==> config.mk <==
export PLATFORM = sky130hd
export DESIGN_NAME = simplez_tx_arbiter
export DESIGN_NICKNAME = d
export VERILOG_FILES = /design/src/rtl/simplez_tx_arbiter.sv
export SDC_FILE = /design/constraint.sdc
export NUM_CORES = 1
export LEC_CHECK = 0
export BUFFER_PORTS_ARGS = -buffer_cell sky130_fd_sc_hd__buf_4
export CORE_AREA = 4 4 65 67
export CTS_CLUSTER_DIAMETER = 80
export CTS_CLUSTER_SIZE = 30
export DETAILED_ROUTE_END_ITERATION = 12
export DIE_AREA = 0 0 69 71
export GPL_TIMING_DRIVEN = 1
export SYNTH_ARGS = -nofsm -noshare
export SYNTH_HDL_FRONTEND = slang
export SYNTH_SLANG_ARGS = --single-unit
==> constraint.sdc <==
create_clock -name clk -period 2.5 [get_ports clk]
set_clock_uncertainty 0.1 [all_clocks]
set_input_delay 0 -clock clk [delete_from_list [all_inputs] [get_ports clk]]
set_output_delay 0 -clock clk [all_outputs]
set_load 0.05 [all_outputs]
==> src/rtl/simplez_tx_arbiter.sv <==
// simplez_tx_arbiter: round-robin sharing of the Simplez uart_tx between two byte producers; TXARB_LOCK_EN lets the owner hold the grant
module simplez_tx_arbiter #(
  parameter int unsigned START_TIMEOUT = 16
) (
  input  logic       clk,
  input  logic       rst,
  input  logic       req0,
  input  logic [7:0] data0,
  output logic       ack0,
  input  logic       req1,
  input  logic [7:0] data1,
  output logic       ack1,
  input  logic       lock0,
  input  logic       lock1,
  input  logic       tx_ready,
  output logic       tx_start,
  output logic [7:0] tx_data,
  output logic [1:0] grant,
  output logic       err
);
  typedef enum logic [1:0] {IDLE, START, WAIT_LOW, WAIT_HIGH} state_t;
  localparam logic [7:0] TIMEOUT = 8'(START_TIMEOUT);
  state_t state_q, state_d;
  logic [1:0] grant_q, grant_d, elig;
  logic [7:0] tx_data_q, tx_data_d, cnt_q, cnt_d;
  logic last_q, last_d, err_q, err_d, locked, win1;
`ifdef TXARB_LOCK_EN
  assign locked = |(grant_q & {lock1, lock0});
`else
  logic unused_lock;
  assign unused_lock = lock0 ^ lock1;
  assign locked = 1'b0;
`endif
  assign elig = locked ? ({req1, req0} & grant_q) : {req1, req0};
  assign win1 = elig[1] & (~elig[0] | ~last_q);
  assign tx_start = state_q == START;
  assign ack0 = tx_start & grant_q[0];
  assign ack1 = tx_start & grant_q[1];
  assign tx_data = tx_data_q;
  assign grant = grant_q;
  assign err = err_q;
  // next state: select a winner, pulse start, watch tx_ready fall then rise
  always_comb begin
    state_d = state_q;
    grant_d = grant_q;
    tx_data_d = tx_data_q;
    cnt_d = cnt_q;
    last_d = last_q;
    err_d = err_q;
    case (state_q)
      IDLE: begin
        grant_d = locked ? grant_q : 2'b00;
        if (tx_ready && elig != 2'b00) begin
          grant_d = win1 ? 2'b10 : 2'b01;
          tx_data_d = win1 ? data1 : data0;
          state_d = START;
        end
      end
      START: begin
        cnt_d = 8'd0;
        state_d = WAIT_LOW;
      end
      WAIT_LOW: begin
        if (!tx_ready) state_d = WAIT_HIGH;
        else begin
          cnt_d = cnt_q + 8'd1;
          if (cnt_d == TIMEOUT) begin
            err_d = 1'b1;
            grant_d = 2'b00;
            state_d = IDLE;
          end
        end
      end
      WAIT_HIGH: begin
        if (tx_ready) begin
          last_d = grant_q[1];
          grant_d = locked ? grant_q : 2'b00;
          state_d = IDLE;
        end
      end
      default: state_d = IDLE;
    endcase
  end
  // state register; last starts at 1 so port 0 wins the first tie
  always_ff @(posedge clk or posedge rst) begin
    if (rst) begin
      state_q <= IDLE;
      grant_q <= 2'b00;
      tx_data_q <= 8'h00;
      cnt_q <= 8'd0;
      last_q <= 1'b1;
      err_q <= 1'b0;
    end else begin
      state_q <= state_d;
      grant_q <= grant_d;
      tx_data_q <= tx_data_d;
      cnt_q <= cnt_d;
      last_q <= last_d;
      err_q <= err_d;
    end
  end
endmodule

[Yosys cells after proc, flatten, opt, wreduce, memory -nomap -nowiden]
Index checks and enable logic that the tools add are counted.
Storage, ports and cells
  output and inout bits: 14
  register bits: 22
  word-level logic and storage cells: 45
Cells by class
  bitwise logic cells: 6
  equal/unequal tests: 9
  multiplexer cells: 12
  reductions and logical operators: 11
  add/sub/neg operators: 1
Operators with widths (number)
  two-way mux 8 bit: 2
  one-hot mux 8 bit (2 select lines): 1
  two-way mux 2 bit: 7
  adder 8 x 1 -> 8 bit (second input constant): 1
  equality test 8 x 5 -> 1 bit (second input constant): 1
  inequality test 2 bit (second input constant): 4
  one-hot mux 2 bit (4 select lines): 1
  one-hot mux 2 bit (3 select lines): 1
  AND reduction 2 bit: 3
  AND reduction 3 bit: 2
  equality test 2 bit (second input constant): 2
  AND reduction 4 bit: 1
  nonzero test 2 bit: 2
  AND 1 bit: 3
  inequality test 3 bit (second input constant): 1
  nonzero test 3 bit: 1
  equality test 2 x 1 -> 1 bit (second input constant): 1
  logical NOT 2 bit: 1
  NOT 1 bit: 2
  logical AND 1 bit: 1
  bitwise OR 1 bit: 1

[Logic depth before layout (Yosys ltp)]
  depth after elaboration: 6
  mapped depth: 7
  gate-level depth less buffers: 6

[Worst setup path after synthesis]
No wires, ideal clock.
  path kind: reg2reg
  start point: register state_q[0]
  end point: register state_q[1]
  period minus slack after synthesis: 1.977 ns
  data arrival time: 1.752 ns
  setup time: 0.125 ns
  path slack: 0.523 ns
  stages on the path, launching flop included: 7
  cell sequence: dfrtp_1 > inv_1 > ha_1 > or3b_2 > and3_1 > a22o_1 > mux2_2
On the way
  word-level cells in the longest chain between the ends: 3
  elaborated cells on any way between the ends: 9
  those cells by class: eq/ne: 6; mux: 1; reduce/logical: 2
Ends and longest elaborated chain
  from (decl): RTL line 23  | state_t state_q, state_d;
  from (signal assigned): RTL line 94  | state_q <= state_d;
  equality test 2 bit or logical NOT 2 bit (tied branches): RTL line 50  | case (state_q)
  inequality test 3 bit (no source line) or inequality test 2 bit (tied branches)
  AND reduction 3 bit (no source line)
Parallel ways exist; a longest one is shown, timed or not.
A chain may end at the register's enable or synchronous reset.

[Final worst setup path]
  start point: register state_q[0]
  end point: register grant_q[0] (netlist: grant[0])
On the way
  word-level cells in the longest chain between the ends: 3
  elaborated cells on any way between the ends: 9
  those cells by class: eq/ne: 5; mux: 1; reduce/logical: 3
Ends and longest elaborated chain
  equality test 2 bit or logical NOT 2 bit (tied branches): RTL line 50
  inequality test 2 bit (no source line) or nonzero test 3 bit (tied branches)
  AND reduction 4 bit (no source line)
  to (signal assigned): RTL line 95  | grant_q <= grant_d;
  to (decl): RTL line 24  | logic [1:0] grant_q, grant_d, elig;
Parallel ways exist; a longest one is shown, timed or not.

==> results.ini <==
[outcome]
outcome=finished clean

[grt]
grt_overflow=0
grt_max_degree=23
antenna_found_initial=0
grt_use_total_pct=13.8
grt_pass1_wl_um=5710
grt_pass1_vias=1235

[placed_design]
port_buffers=34
placed_cells=217
dp_hpwl_um=2300
gp_congestion=0.791
pre_cts_ws_ns=0.381

[drt]
wl_met2_um=1610
vias=1228
vias_per_cell=5.10
wl_um=3310
drtAntennaViolNets=0
wl_met1_um=1490
wl_per_cell_um=13.7
drcViolationCount=0
met3_length_um=181
top_layer=met4
drt_iter0_drc=39
first_pass_iters=4

[sta]
fmax_mhz=441
holdWs_ns=0.212
finalSetupViolCount=0
rsz0062_at_grt=false
layout_setup_ws_ns=0.234
setup_tns_ns=0
drv_slew=0
slew_headroom_pct=35.5
period_minus_slack_ns=2.27
tightest_slew_ns=0.964
hold_violations=0
post-route-period-util_pct=90.6

[power_and_ir_drop]
powerDensity_mw_per_mm2=1020
p_leak_uw=0.000861
p_total_uw=1900
ir_worst_vdd_v=0.000388

[critical_path]
rr_worst_depth=7
rr_startpoint=state_q[0]
ff2ff_setup_slack_ns=0.23
required_ns=2.53
crit_fanout=13
crit_path_end_kind=flip-flop
path_class=flip-flop to flip-flop
cp.arrival_ns=2.30
cp-start-kind=flip-flop
r2r-end=grant[0]

[logic_synthesis]
synth_warnings=0
syn_inst=139
synthArstFlopShare_pct=100
syn_avg_cell_area_um2=9.31
synth_edf_count=0
synth_area_mm2=0.00129
ys_seq_area_share_pct=42.6
ys.flop_type=dfrtp_1
syn_nets=168
synth_cell_types=39
yosys_register_bits=22

[cells_and_area]
final_common_cell=buf_4
area_growth_syn_to_layout_pct=44.4
drive_gt1_share_pct=25.4
antennaDiodeCount=0
layout_common_cells=buf_4, o21ai_0, dfrtp_1
final_nets=223
fill_cells=355
final_cells=241

[worst_hold_path]
hold_end=grant[1]
hold_start=req1
hold_depth=5
min_path_type=input pin to flip-flop

[clock_tree]
clk_latency_ns=0.26
cts.sinks=22
numCtsBuffers=3
cts_max_level=1
post_cts_buffers=0
root_buffer=clkbuf_8
cts_tree=done
cts_buffer_depth=2
clk_pin_slew_ns=0.08

[die]
coreArea_mm2=0.00363
die_w_um=69
die_area_mm2=0.00490
io_pins=37
start_util_pct=35.6
die_h_um=71
fp-row-count=22

[flow_run]
maxCapViolations=0

## repair_timing
item | 4_1_cts | 5_1_grt
hold buffers | 20 | 0
gates resized for setup | 0 | 0
hold endpoints to repair | 31 | 0
## worst max-delay path by stage
| stage | from | endpoint | slack (ns) |
|---|---|---|---|
| 5_1_grt | state_q[0] | grant[0] | 0.08 |
| 2_1_floorplan | state_q[0] | state_q[1] | 0.52 |
| 3_3_place_gp | state_q[0] | state_q[1] | 0.45 |
| 6_report | state_q[0] | grant[0] | 0.23 |
| 4_1_cts | state_q[0] | grant[0] | 0.22 |
| 3_5_place_dp | state_q[0] | state_q[1] | 0.38 |
## per-stage QoR
| stage | cell area, um^2 | utilization [%] |
|---|---|---|
| 2_1_floorplan | 1290 | - |
| 3_3_place_gp | 1600 | 43.9 |
| 3_5_place_dp | 1600 | 43.9 |
| 4_1_cts | 1870 | 51.4 |
| 5_1_grt | 1870 | 51.4 |
| 6_report | 1870 | 51.4 |
## registers in the layout, summed over array words and instances, names as in the netlist
register	cells
cnt_q	8
err	1
grant	2
last_q	1
state_q	2
tx_data	8
## metal layers
layer	vias to the layer above	GRT usage, %
li1	610	-
met1	574	16.6
met2	40	25.1
met3	4	3.41
met4	0	2.60
met5	-	0
## kinds of logic (layout without fill, tap and decap cells)
| kind of cell | Yosys count | in the layout | synth area share (%) |
|---|---|---|---|
| xor gates and xnor gates | 1 | 1 | 0.677 |
| muxes | 11 | 11 | 8.70 |
| AOI/OAI and AO/OA | 41 | 41 | 19.5 |
| buffers and inverters | 11 | 65 | 3.29 |
| and+or+nand+nor | 47 | 47 | 19.3 |
| adders and majority gates | 6 | 6 | 5.80 |
| DFF | 22 | 22 | 42.6 |
## worst max-delay path: stages (launching register included)
cell and delay [ns]:
dfrtp_1 0.43, inv_1 0.14, ha_1 0.45, nor2_1 0.12
and3_1 0.21, nand3_1 0.07, dlygate4sd3_1 0.54, o21ai_0 0.08
## Yosys cell counts, types with 3 or more instances
| master | instances | share of area [%] |
|---|---|---|
| a21oi_1 | 3 | 1.2 |
| o21ai_0 | 22 | 8.5 |
| o22ai_1 | 4 | 1.9 |
| nand3_1 | 4 | 1.5 |
| mux2i_1 | 9 | 7.0 |
| and2_1 | 3 | 1.5 |
| dfrtp_1 | 21 | 41 |
| nand2_1 | 19 | 5.5 |
| ha_1 | 6 | 5.8 |
| clkbuf_1 | 3 | 0.87 |
| inv_1 | 5 | 1.5 |
| nand4_1 | 3 | 1.5 |
| nor2_1 | 5 | 1.5 |
## layout make-up
| type | instances | area [um^2] | share of cell area, % |
|---|---|---|---|
| Sequential cell | 22 | 552 | 29.5 |
| Inverter | 6 | 22.5 | 1.21 |
| Clock buffer | 3 | 41.3 | 2.21 |
| Timing Repair Buffer | 55 | 463 | 24.8 |
| Multi-Input combinational cell | 106 | 699 | 37.4 |
| Clock inverter | 1 | 30.0 | 1.61 |
| Tap cell | 48 | 60.1 | 3.22 |
## where the power goes
group / internal [uW] / switching (uW) / total, uW
logic: 377 / 647 / 1020
clock network: 214 / 115 / 328
registers: 465 / 84.0 / 549
total: 1060 / 846 / 1900
Power figures use the tool's default switching activity.
